==> src/rtl/poly_mem_pkg.sv <==
// Shared types and size helpers for the AMNS operand memory sequencer.
// Every derived width and length is computed here so the interface and the core agree.
package poly_mem_pkg;

    typedef enum logic [2:0] {
        IDLE,
        LOAD,
        LOAD_DONE,
        STORE,
        STORE_DONE
    } state_t;

    function automatic int slot_words(input int n, input int s, input int num_in);
        return (num_in + 1) * n * s + n;
    endfunction

    function automatic int load_len(input int n, input int s, input int num_in);
        return num_in * n * s + n;
    endfunction

    // The result region sits directly behind the full operands and the short operand.
    function automatic int res_offset(input int n, input int s, input int num_in);
        return num_in * n * s + n;
    endfunction

    function automatic int sel_width(input int num_in);
        return $clog2(num_in + 1);
    endfunction

    function automatic int slot_width(input int num_slots);
        return (num_slots > 1) ? $clog2(num_slots) : 1;
    endfunction

endpackage

==> src/rtl/poly_memory_sequencer_if.sv <==
// Request handshake plus BRAM / register-file control bundle of the sequencer.
// The requester uses the master modport, the sequencer the slave modport.
interface poly_memory_sequencer_if #(
    parameter int N         = 5,
    parameter int S         = 4,
    parameter int NUM_IN    = 3,
    parameter int NUM_SLOTS = 2
);
    localparam int SLOT_W = poly_mem_pkg::slot_width(NUM_SLOTS);
    localparam int ADDR_W = $clog2(NUM_SLOTS * poly_mem_pkg::slot_words(N, S, NUM_IN));
    localparam int SEL_W  = poly_mem_pkg::sel_width(NUM_IN);

    logic              load_start_i;
    logic              store_start_i;
    logic [SLOT_W-1:0] slot_i;
    logic              BRAM_we_o;
    logic [ADDR_W-1:0] BRAM_addr_o;
    logic [SEL_W-1:0]  INPUT_reg_sel_o;
    logic              INPUT_reg_en_o;
    logic              RES_reg_shift_o;
    logic              load_done_o;
    logic              store_done_o;
    logic              busy_o;
    logic              err_o;

    modport master (
        output load_start_i, store_start_i, slot_i,
        input  BRAM_we_o, BRAM_addr_o, INPUT_reg_sel_o, INPUT_reg_en_o,
        input  RES_reg_shift_o, load_done_o, store_done_o, busy_o, err_o
    );

    modport slave (
        input  load_start_i, store_start_i, slot_i,
        output BRAM_we_o, BRAM_addr_o, INPUT_reg_sel_o, INPUT_reg_en_o,
        output RES_reg_shift_o, load_done_o, store_done_o, busy_o, err_o
    );

endinterface

==> src/rtl/poly_mem_delay_line.sv <==
// DEPTH-stage register shift used to align register-load controls with BRAM read data.
// Also reports whether any stage still holds a nonzero value.
module poly_mem_delay_line #(
    parameter int DEPTH = 2,
    parameter int WIDTH = 1
) (
    input  logic             clock_i,
    input  logic             reset_n_i,
    input  logic [WIDTH-1:0] din,
    output logic [WIDTH-1:0] dout,
    output logic             nonzero
);

    logic [WIDTH-1:0] stage [DEPTH];

    always_ff @(posedge clock_i or negedge reset_n_i) begin
        if (!reset_n_i) begin
            // NOTE: these stages are flops rather than RAM, so each one is cleared;
            // a surviving stage would replay a stale enable after reset.
            for (int i = 0; i < DEPTH; i++) begin
                stage[i] <= '0;
            end
        end else begin
            stage[0] <= din;
            for (int i = 1; i < DEPTH; i++) begin
                stage[i] <= stage[i-1];
            end
        end
    end

    assign dout = stage[DEPTH-1];

    always_comb begin
        nonzero = 1'b0;
        for (int i = 0; i < DEPTH; i++) begin
            nonzero = nonzero | (|stage[i]);
        end
    end

endmodule

==> src/rtl/poly_memory_sequencer.sv <==
// BRAM sequencer for the AMNS Montgomery multiplier: streams operands of one slot into
// the input registers and writes the result back, with one queued store request.
module poly_memory_sequencer
    import poly_mem_pkg::*;
#(
    parameter int WORD_WIDTH   = 17,
    parameter int N            = 5,
    parameter int S            = 4,
    parameter int NUM_IN       = 3,
    parameter int NUM_SLOTS    = 2,
    parameter int BRAM_LATENCY = 2
) (
    input logic                    clock_i,
    input logic                    reset_n_i,
    poly_memory_sequencer_if.slave bus
);

    localparam int SLOT_WORDS = slot_words(N, S, NUM_IN);
    localparam int LOAD_LEN   = load_len(N, S, NUM_IN);
    localparam int RES_OFF    = res_offset(N, S, NUM_IN);
    localparam int BLOCK      = N * S;
    localparam int ADDR_W     = $clog2(NUM_SLOTS * SLOT_WORDS);
    localparam int SEL_W      = sel_width(NUM_IN);
    localparam int SLOT_W     = slot_width(NUM_SLOTS);
    localparam int DLY_W      = SEL_W + 2;
    localparam bit PARAMS_OK  = (WORD_WIDTH > 0) && (NUM_IN >= 1) && (NUM_SLOTS >= 1) &&
                                (BRAM_LATENCY >= 1);

    state_t            state, state_nxt;
    logic [ADDR_W-1:0] cnt, cnt_nxt;
    logic [ADDR_W-1:0] base, base_nxt;
    logic              pending, pend_nxt;
    logic [SLOT_W-1:0] pend_slot, pslot_nxt;
    logic              err_q;

    logic [SLOT_W-1:0] slot_c;
    logic              busy, dly_any;
    logic              start_pending, load_acc, load_drop, store_acc, store_queue, store_drop;
    logic [SEL_W-1:0]  int_sel;
    logic              int_en, int_done;
    logic [DLY_W-1:0]  dly_out;

    function automatic logic [ADDR_W-1:0] base_of(input logic [SLOT_W-1:0] slot);
        return ADDR_W'(slot) * ADDR_W'(SLOT_WORDS);
    endfunction

    assign slot_c = (int'(bus.slot_i) >= NUM_SLOTS) ? SLOT_W'(NUM_SLOTS - 1) : bus.slot_i;
    assign busy   = (state != IDLE) || dly_any;

    // A queued store owns the first idle cycle; loads are never queued.
    assign start_pending = !busy && pending;
    assign load_acc      = bus.load_start_i && !busy && !pending;
    assign load_drop     = bus.load_start_i && !load_acc;
    assign store_acc     = bus.store_start_i && !busy && !pending && !bus.load_start_i;
    assign store_queue   = bus.store_start_i && !pending && (busy || bus.load_start_i);
    assign store_drop    = bus.store_start_i && pending;

    always_comb begin
        // NOTE: every variable gets its default before the case so no path infers a latch.
        state_nxt = state;
        cnt_nxt   = cnt;
        base_nxt  = base;
        pend_nxt  = pending;
        pslot_nxt = pend_slot;
        int_sel   = '0;
        int_en    = 1'b0;
        int_done  = 1'b0;

        if (store_queue) begin
            pend_nxt  = 1'b1;
            pslot_nxt = slot_c;
        end

        unique case (state)
            IDLE: begin
                if (start_pending) begin
                    state_nxt = STORE;
                    cnt_nxt   = ADDR_W'(RES_OFF);
                    base_nxt  = base_of(pend_slot);
                    pend_nxt  = 1'b0;
                end else if (load_acc) begin
                    state_nxt = LOAD;
                    cnt_nxt   = '0;
                    base_nxt  = base_of(slot_c);
                end else if (store_acc) begin
                    state_nxt = STORE;
                    cnt_nxt   = ADDR_W'(RES_OFF);
                    base_nxt  = base_of(slot_c);
                end
            end
            LOAD: begin
                int_en = 1'b1;
                for (int k = 1; k <= NUM_IN; k++) begin
                    if (cnt >= ADDR_W'(k * BLOCK)) int_sel = SEL_W'(k);
                end
                if (cnt == ADDR_W'(LOAD_LEN - 1)) begin
                    state_nxt = LOAD_DONE;
                    cnt_nxt   = '0;
                end else begin
                    cnt_nxt = cnt + ADDR_W'(1);
                end
            end
            LOAD_DONE: begin
                int_done  = 1'b1;
                state_nxt = IDLE;
            end
            STORE: begin
                if (cnt == ADDR_W'(SLOT_WORDS - 1)) begin
                    state_nxt = STORE_DONE;
                    cnt_nxt   = '0;
                end else begin
                    cnt_nxt = cnt + ADDR_W'(1);
                end
            end
            STORE_DONE: state_nxt = IDLE;
            default:    state_nxt = IDLE;
        endcase
    end

    always_ff @(posedge clock_i or negedge reset_n_i) begin
        if (!reset_n_i) begin
            state     <= IDLE;
            cnt       <= '0;
            base      <= '0;
            pending   <= 1'b0;
            pend_slot <= '0;
            err_q     <= 1'b0;
        end else begin
            // NOTE: non-blocking assignments keep every register sampling pre-edge values.
            state     <= state_nxt;
            cnt       <= cnt_nxt;
            base      <= base_nxt;
            pending   <= pend_nxt;
            pend_slot <= pslot_nxt;
            err_q     <= load_drop | store_drop;
        end
    end

    poly_mem_delay_line #(
        .DEPTH (BRAM_LATENCY),
        .WIDTH (DLY_W)
    ) u_dly (
        .clock_i   (clock_i),
        .reset_n_i (reset_n_i),
        .din       ({int_sel, int_en, int_done}),
        .dout      (dly_out),
        .nonzero   (dly_any)
    );

    assign bus.BRAM_we_o       = (state == STORE);
    assign bus.RES_reg_shift_o = (state == STORE);
    assign bus.BRAM_addr_o     = (state == LOAD || state == STORE) ? base + cnt : '0;
    assign {bus.INPUT_reg_sel_o, bus.INPUT_reg_en_o, bus.load_done_o} = dly_out;
    assign bus.store_done_o    = (state == STORE_DONE);
    assign bus.busy_o          = busy;
    assign bus.err_o           = err_q;

    param_check: assert property (@(posedge clock_i) PARAMS_OK);

endmodule

==> src/flat_wrapper.sv <==
// flat-port wrapper written by rule: the top's interface ports become plain ports
module poly_memory_sequencer_flat import poly_mem_pkg::*;
#(
    parameter int WORD_WIDTH   = 17,
    parameter int N            = 5,
    parameter int S            = 4,
    parameter int NUM_IN       = 3,
    parameter int NUM_SLOTS    = 2,
    parameter int BRAM_LATENCY = 2
)
  (clock_i, reset_n_i, bus_load_start_i, bus_store_start_i, bus_slot_i, bus_BRAM_we_o, bus_BRAM_addr_o, bus_INPUT_reg_sel_o, bus_INPUT_reg_en_o, bus_RES_reg_shift_o, bus_load_done_o, bus_store_done_o, bus_busy_o, bus_err_o);
  poly_memory_sequencer_if #(.N(N), .S(S), .NUM_IN(NUM_IN), .NUM_SLOTS(NUM_SLOTS)) bus_i ();
  input logic clock_i;
  input logic reset_n_i;
  input wire logic [$bits(bus_i.load_start_i)-1:0] bus_load_start_i;
  input wire logic [$bits(bus_i.store_start_i)-1:0] bus_store_start_i;
  input wire logic [$bits(bus_i.slot_i)-1:0] bus_slot_i;
  output wire logic [$bits(bus_i.BRAM_we_o)-1:0] bus_BRAM_we_o;
  output wire logic [$bits(bus_i.BRAM_addr_o)-1:0] bus_BRAM_addr_o;
  output wire logic [$bits(bus_i.INPUT_reg_sel_o)-1:0] bus_INPUT_reg_sel_o;
  output wire logic [$bits(bus_i.INPUT_reg_en_o)-1:0] bus_INPUT_reg_en_o;
  output wire logic [$bits(bus_i.RES_reg_shift_o)-1:0] bus_RES_reg_shift_o;
  output wire logic [$bits(bus_i.load_done_o)-1:0] bus_load_done_o;
  output wire logic [$bits(bus_i.store_done_o)-1:0] bus_store_done_o;
  output wire logic [$bits(bus_i.busy_o)-1:0] bus_busy_o;
  output wire logic [$bits(bus_i.err_o)-1:0] bus_err_o;
  assign bus_i.load_start_i = bus_load_start_i;
  assign bus_i.store_start_i = bus_store_start_i;
  assign bus_i.slot_i = bus_slot_i;
  assign bus_BRAM_we_o = bus_i.BRAM_we_o;
  assign bus_BRAM_addr_o = bus_i.BRAM_addr_o;
  assign bus_INPUT_reg_sel_o = bus_i.INPUT_reg_sel_o;
  assign bus_INPUT_reg_en_o = bus_i.INPUT_reg_en_o;
  assign bus_RES_reg_shift_o = bus_i.RES_reg_shift_o;
  assign bus_load_done_o = bus_i.load_done_o;
  assign bus_store_done_o = bus_i.store_done_o;
  assign bus_busy_o = bus_i.busy_o;
  assign bus_err_o = bus_i.err_o;
  poly_memory_sequencer #(.WORD_WIDTH(WORD_WIDTH), .N(N), .S(S), .NUM_IN(NUM_IN), .NUM_SLOTS(NUM_SLOTS), .BRAM_LATENCY(BRAM_LATENCY)) u_core (.clock_i(clock_i), .reset_n_i(reset_n_i), .bus(bus_i));
endmodule
==> config.mk <==
export PLATFORM = sky130hd
export DESIGN_NAME = poly_memory_sequencer_flat
export DESIGN_NICKNAME = d
export VERILOG_FILES = /design/src/rtl/poly_mem_pkg.sv /design/src/rtl/poly_memory_sequencer_if.sv /design/src/rtl/poly_mem_delay_line.sv /design/src/rtl/poly_memory_sequencer.sv /design/src/flat_wrapper.sv
export SDC_FILE = /design/constraint.sdc
export NUM_CORES = 1
export LEC_CHECK = 0
export CELL_PAD_IN_SITES_DETAIL_PLACEMENT = 2
export CELL_PAD_IN_SITES_GLOBAL_PLACEMENT = 2
export CORE_UTILIZATION = 30
export CTS_CLUSTER_DIAMETER = 30
export DETAILED_ROUTE_END_ITERATION = 6
export PLACE_DENSITY_LB_ADDON = 0.1
export SYNTH_ARGS = -nofsm -noshare
export SYNTH_HDL_FRONTEND = slang
export SYNTH_SLANG_ARGS = --single-unit
export TNS_END_PERCENT = 30
==> constraint.sdc <==
create_clock -name clock_i -period 5.88 [get_ports clock_i]
set_clock_uncertainty 0.2 [all_clocks]
set_input_delay 1.176 -clock clock_i [delete_from_list [all_inputs] [get_ports clock_i]]
set_output_delay 1.176 -clock clock_i [all_outputs]
set_load 0.02 [all_outputs]
==> qor.yml <==
drive_above_1_share_pct: 8.54
r2r-start: "u_core.cnt[1]"
drtIter0Drc: 35
grt_max_degree: 24
n_antenna_cell: 0
slew_violations: 0
start_util_pct: 32.1
synth_top_cell_by_area: "dfrtp_1"
wire_per_inst_um: 17.9
worstHoldPathCells: 0
synth_edf_count: 0
tightestPinTransition_ps: 1130
h-tree-depth: 1
cts_hold_buf: 0
power_density_nw_per_um2: 159
setup_tns_ps: 0
ys.flop_type: "dfrtp_1"
whs_endpoint: "u_core.u_dly.dout[2]"
cts_inserted_buffers: 3
gp_congestion: 0.746
synth_top_area_share_pct: 39.8
synth-seq-cells: 23
end_kind: "primary output"
grt_pass1_vias: 1263
place.port_buffers: 21
clock-sinks: 23
gr-usage-all-layers_pct: 16.3
grt_overflow: 0
rr_endpoint: "u_core.cnt[1]"
startpoint_type: "flop"
startpoint: "u_core.cnt[2]"
die-height_um: 71.5
firstDrtPassIters: 4
yosysWarnings: 0
num-fill-cells: 511
holdCritStartpoint: "u_core.u_dly.stage[6]"
netlist_instances: 149
max-vdd-ir-drop_v: 0.000134
syn_area_per_cell_sq_um: 9.72
clock-root-buffer: "clkbuf_8"
nets: 177
min_period_ps: 3850
ys_seq_area_share_pct: 39.8
dieArea_sq_um: 5110
postRouteAntennaNets: 0
critical_path_class: "flop to primary output"
fmax_mhz: 259
ioPinCount: 22
slew_headroom_pct: 24.4
r2r_cells: 6
via_per_inst: 5.57
post_cts_buffers: 0
cts_buffer_depth: 2
crit_arrival_ps: 2480
drc: 0
reg2reg_slack_ps: 3660
synth_nets: 161
cts_tree: "built"
setup_viol: 0
clkLatencyLatePin_ps: 270
dp_hpwl_um: 2910
core_area_sq_um: 4500
grt_pass1_wl_um: 6590
num_vias: 1204
syn2layout_area_growth_pct: 18.2
fin_crit_sh_pct: 65.5
clk_pin_slew_ps: 90
antenna_found_initial: 0
rows: 24
drt-total-wl_um: 3880
hold_viol: 0
syn-cell-area_sq_um: 1450
async_reset_ff_share_pct: 100
power.leakage_nw: 0.713
rsz0062_at_grt: "no"
ys_top_cells_by_area: "dfrtp_1 (40%), ha_1 (6.1%), nor2_1 (3.6%)"
synth_cell_types: 44
cp_max_fo: 9
timing.hold.ws_ps: 244
crit_required_ps: 4500
maxCapViolations: 0
status: "finished clean"
cts.repair.resized: 0
hold_class: "flop to flop"
die_w_um: 71.5
## critical path, cell delays in order (launching register included)
cell and delay (ps):
dfrtp_1 480, ha_1 360, a31oi_1 330, o21ai_0 190, xnor2_1 150, nor2_1 90, clkdlybuf4s50_1 610
## routing by layer
metal | vias to the layer above | global-route usage (%) | part of all wire [%]
met5 | - | 0 | 0
met4 | 0 | 1.96 | 0.34
met3 | 2 | 3.38 | 2.6
met2 | 16 | 28.6 | 50
met1 | 618 | 21.5 | 47
li1 | 568 | - | -
## synthesized netlist by cell type, types with 3 or more instances
cell type and count:
dfrtp_1 23, or3_1 3, nor3_1 3, o21ai_0 6
nand3b_1 3, nor2_1 14, buf_4 4, nand3_1 8
buf_2 7, inv_1 5, xnor2_1 3, a31oi_1 8
nand2_1 10, nor2b_1 4, and2_1 6, ha_1 7
## metrics by stage
| stage | power [mW] | utilization [%] | cells | cell area [sq um] | setup slack (ps) |
|---|---|---|---|---|---|
| after global routing | 0.285 | 38.0 | 216 | 1710 | 1810 |
| after floorplan | 0.165 | - | 149 | 1450 | 2860 |
| final | 0.272 | 38.0 | 216 | 1710 | 2030 |
| after detailed placement | 0.173 | 37.0 | 212 | 1670 | 2280 |
| after CTS | 0.276 | 38.0 | 216 | 1710 | 1980 |
| after global placement | 0.173 | 37.0 | 212 | 1670 | 2380 |
## cell families (layout without fill, tap and decap cells)
family / count (synthesis) / in the layout / synth area share, %
buffers and inverters: 16 / 31 / 5.79
AND/OR/NAND/NOR: 64 / 64 / 27.3
adder cells (fa/ha/maj): 7 / 7 / 6.05
XOR/XNOR: 5 / 5 / 3.03
AO/OA/AOI/OAI: 32 / 32 / 16.6
flip-flops: 23 / 23 / 39.8
multiplexers: 2 / 2 / 1.47
## sequential cells by signal, summed over array words and instances (netlist names)
signal,flops
u_core.base,1
u_core.bus.err_o,1
u_core.cnt,8
u_core.pend_slot,1
u_core.pending,1
u_core.state,3
u_core.u_dly.dout,4
u_core.u_dly.stage,4
## cell type report
| type | count | area [sq um] | area share [%] |
|---|---|---|---|
| inverter | 5 | 18.8 | 1.10 |
| tap | 52 | 65.1 | 3.80 |
| clock inverter | 1 | 5.00 | 0.292 |
| sequential | 23 | 576 | 33.6 |
| clock buffer | 3 | 41.3 | 2.41 |
| timing repair buffer | 22 | 218 | 12.7 |
| multi-input combinational | 110 | 788 | 46.1 |
## cells in the final DEF, fill, tap and decap left out, types with 2 or more instances in the layout
master	n
dfrtp_1	23
clkdlybuf4s50_1	21
nor2_1	14
nand2_1	10
a31oi_1	8
nand3_1	8
ha_1	7
and2_1	6
o21ai_0	6
inv_1	5
nor2b_1	4
or3_1	3
xnor2_1	3
nor3_1	3
nand3b_1	3
clkbuf_8	3
a21oi_1	2
xor2_1	2
nor4_4	2
nand4_1	2
nor3b_1	2
and3_1	2
a32oi_1	2
## how the worst max path moves through the flow
stage                               endpoint  slack [ps]
after global placement    bus_BRAM_addr_o[6]        2380
after floorplan           bus_BRAM_addr_o[6]        2860
after detailed placement  bus_BRAM_addr_o[7]        2280
after CTS                 bus_BRAM_addr_o[7]        1980
after global routing      bus_BRAM_addr_o[7]        1810
final                     bus_BRAM_addr_o[7]        2030
## power breakdown
part / switching, mW / internal, mW
Sequential: 0.000482 / 0.159
Clock: 0.0547 / 0.0474
Combinational: 0.00568 / 0.00405
Total: 0.0609 / 0.211
Note: power is estimated with default switching activity, not from simulation.
==> variant, RTL diff (same settings) <==
`S` is set to 4 in 3 places; all go to 8.
--- a/src/rtl/poly_memory_sequencer_if.sv
+++ b/src/rtl/poly_memory_sequencer_if.sv
@@ -2,7 +2,7 @@
 // The requester uses the master modport, the sequencer the slave modport.
 interface poly_memory_sequencer_if #(
     parameter int N         = 5,
-    parameter int S         = 4,
+    parameter int S         = 8,
     parameter int NUM_IN    = 3,
     parameter int NUM_SLOTS = 2
 );
--- a/src/rtl/poly_memory_sequencer.sv
+++ b/src/rtl/poly_memory_sequencer.sv
@@ -5,7 +5,7 @@
 #(
     parameter int WORD_WIDTH   = 17,
     parameter int N            = 5,
-    parameter int S            = 4,
+    parameter int S            = 8,
     parameter int NUM_IN       = 3,
     parameter int NUM_SLOTS    = 2,
     parameter int BRAM_LATENCY = 2
--- a/src/flat_wrapper.sv
+++ b/src/flat_wrapper.sv
@@ -3,7 +3,7 @@
 #(
     parameter int WORD_WIDTH   = 17,
     parameter int N            = 5,
-    parameter int S            = 4,
+    parameter int S            = 8,
     parameter int NUM_IN       = 3,
     parameter int NUM_SLOTS    = 2,
     parameter int BRAM_LATENCY = 2
Ports: changed (resized bus_BRAM_addr_o); port bits go from 22 to 23. The function was not compared with the original's and may differ.
==> variant against the unedited design <==
  * Cell area is 9.0% higher
  * Synthesized area is 7.3% higher
  * Sequential cell count is 1 higher
  * Setup slack worse by 0.14 ns
  * Critical path depth stayed put
  * Routed wire length is 25% higher
  * Synthesized cell count is 16% higher
  * Register-to-register slack worse by 0.34 ns
  * Final cell count is 17% higher
  * Highest routed layer unchanged
Power is not compared: it rests on default switching activity, and its combinational part moved more than twofold at a synthesized area within 25%.
==> variant: results (changes against the unedited design) <==
The flow ran to the end, and the final reports show no timing, DRC or antenna violations. The tools report the buffer cell driving the clock tree root as sky130_fd_sc_hd__clkbuf_8. For the count of cells resized by post-cts repair, the log shows 0 (unchanged).

The layout cell share with drive strength beyond 1 came out at 5.38% (-3.2 points). The run gives 0 ns (unchanged) as the final setup TNS. The logs give 1527 (+21%) for the number of global-route vias before repair and 38.6% (-1.1 points) for the share of synthesized area occupied by flip-flops and latches. The logs give 253 (+17%) for the post-route non-filler standard cell count and 173 (+16%) for the synthesized instance count. The number of I/O port buffers works out to 22 (+4.8%). The most common flop cell mapped by yosys was sky130_fd_sc_hd__dfrtp_1. The number of buffers on the longest clock path came out at 2 (unchanged). The worst-case IR drop observed on VDD is 0.136 mV.

The count of warnings emitted by yosys was 0 (unchanged). The logs give 0 (unchanged) for the max-slew violation count and 3 (unchanged) for the CTS buffer count. The async set-or-reset flop fraction in the synthesized netlist is 100% (unchanged), and the total of fill cells in the finished design is 543 (+6.3%). The source-to-sink clock delay at the later pin of the worst-skew pair is 0.28 ns. Type of the tightest min-delay check: reg2reg. The average vias per placed instance was 5.62 (+0.83%); the reported leakage power was 0.776 nW.

The largest single stage delay on the critical path is 0.62 ns. The maximum number of pins on one net before global-route repair was 25 (+4.2%). The register with the highest flop count is u_core.cnt. The number of unique standard cell types used by synthesis is 47 (+6.8%), and the number of nets in the layout is 199 (+12%). The run gives 2.62 ns (+0.14 ns) as the arrival time reported for the critical path endpoint. The worst-path cell with the longest stage delay is sky130_fd_sc_hd__clkdlybuf4s50_1. The clock edge transition at the registers on the reported setup and hold paths came out at 0.09 ns (about the same). Flip-flop count of the largest register after layout: 9 (+1). For the routability congestion estimate from global placement, the log shows 0.866 (+16%). The tools report the number of DRC violations after detailed-routing iteration 0 as 44 (+26%).

The tools report the wire length of the first global-routing pass as 7830 µm (+19%). The estimated wirelength of the detail-placed design was 3690 µm (+27%); the worst hold slack was 0.216 ns (-0.0286 ns). The reg2reg setup slack is 3.32 ns (-0.34 ns), and the net count after synthesis is 185 (+15%). Number of antenna violations at the first check in global routing: 0 (unchanged).

The number of instances on the worst hold path came out at 0 (unchanged). The tools report the total global-route track usage as 19.1% (+2.8 points). The peak fanout along the critical path is 10 (+1). The run gives 0 (unchanged) as the count of antenna diodes in the layout.

Yosys attributes the largest share of cell area to sky130_fd_sc_hd__dfrtp_1 39%, sky130_fd_sc_hd__ha_1 5.6%, sky130_fd_sc_hd__o21ai_0 3.5%, sky130_fd_sc_hd__nand2_1 3.4%, sky130_fd_sc_hd__nor2_1 2.9%. Ranked by instance count, the synthesized netlist is headed by 24 x sky130_fd_sc_hd__dfrtp_1, 14 x sky130_fd_sc_hd__nand2_1, 12 x sky130_fd_sc_hd__nor2_1. The cell count of the worst reg-to-reg path was 4 (-2).

For the post-CTS repair timing setup buffer count, the log shows 0 (unchanged). The transition time at the pin with the least slew margin is 0.941 ns (-0.189 ns), and the number of search-and-repair iterations in the first detailed-routing pass is 4 (unchanged). The number of H-tree levels was 1 (unchanged). The final wirelength came out at 4830 µm (+25%).
[variant: cell types whose count changed in the layout (fill, tap and decap cells not counted), sizes merged, moves of 3 or more]
cell / unedited run / this run
o31ai: 0 / 6
or4: 0 / 3
o21ai: 7 / 11
inv: 5 / 8
and2: 6 / 3
nand3: 9 / 5
nand2: 10 / 14
a31oi: 8 / 5
a21oi: 2 / 8
[variant: kinds of logic (layout without fill, tap and decap cells)]
logic type      count (synthesis)  in the layout  share of synthesized area [%]
simple gates                   61             61                           21.2
mux                             4              4                           2.90
compound gates                 51             51                           22.9
xor+xnor                        4              4                           2.25
fa+ha+maj                       7              7                           5.64
buf+inv                        22             35                           6.52
flops                          24             24                           38.6
[variant: layout make-up]
type                       count  share of cell area (%)
inverter                       8                    1.61
clock inverter                 1                    1.61
tap                           67                    4.49
multi-input combinational    127                    45.7
timing repair buffer          23                    12.2
sequential                    24                    32.2
clock buffer                   3                    2.21
[variant: metrics by stage]
| stage | util, % | area [µm²] | worst slack, ns |
|---|---|---|---|
| floorplan | - | 1550 | 2.76 |
| global placement | 37.0 | 1790 | 2.27 |
| detailed placement | 37.0 | 1790 | 2.20 |
| CTS | 38.5 | 1870 | 1.88 |
| global route | 38.5 | 1870 | 1.71 |
| finish | 38.5 | 1870 | 1.88 |
[variant: worst max-delay path: cells and delay by family, from the launching register on]
family          cells  cell delay, ns
mux                 1            0.21
simple gates        1            0.09
fa+ha+maj           1            0.36
buf+inv             1            0.62
flops               1            0.49
compound gates      2            0.57
[variant: power breakdown]
group | total [W] | leakage, nW | switching (W) | internal [W]
combinational | 0.0000299 | 0.447 | 0.0000158 | 0.0000141
sequential | 0.000168 | 0.293 | 0.00000125 | 0.000166
clock | 0.000149 | 0.0357 | 0.0000580 | 0.0000911
total | 0.000347 | 0.776 | 0.0000751 | 0.000272
[variant: layer usage]
metal | track usage [%] | vias up | share of wire (%)
met5 | 0 | - | 0
met4 | 3.85 | 0 | 1.1
met3 | 3.25 | 6 | 2.3
met2 | 34.2 | 22 | 50
met1 | 24.2 | 726 | 46
li1 | - | 668 | -
[variant: worst paths after layout]
path / start / endpoint
setup reg to reg: u_core.cnt[3]$_DFFE_PN0P_ / u_core.state[0]$_DFFE_PN0P_
hold / removal: u_core.u_dly.stage[6]$_DFF_PN0_ / u_core.u_dly.dout[2]$_DFF_PN0_
min in group asynchronous: reset_n_i / u_core.cnt[2]$_DFFE_PN0P_
max in group asynchronous: reset_n_i / u_core.u_dly.stage[7]$_DFF_PN0_
setup / recovery: u_core.cnt[2]$_DFFE_PN0P_ / bus_BRAM_addr_o[7]
hold reg to reg: u_core.u_dly.stage[6]$_DFF_PN0_ / u_core.u_dly.dout[2]$_DFF_PN0_
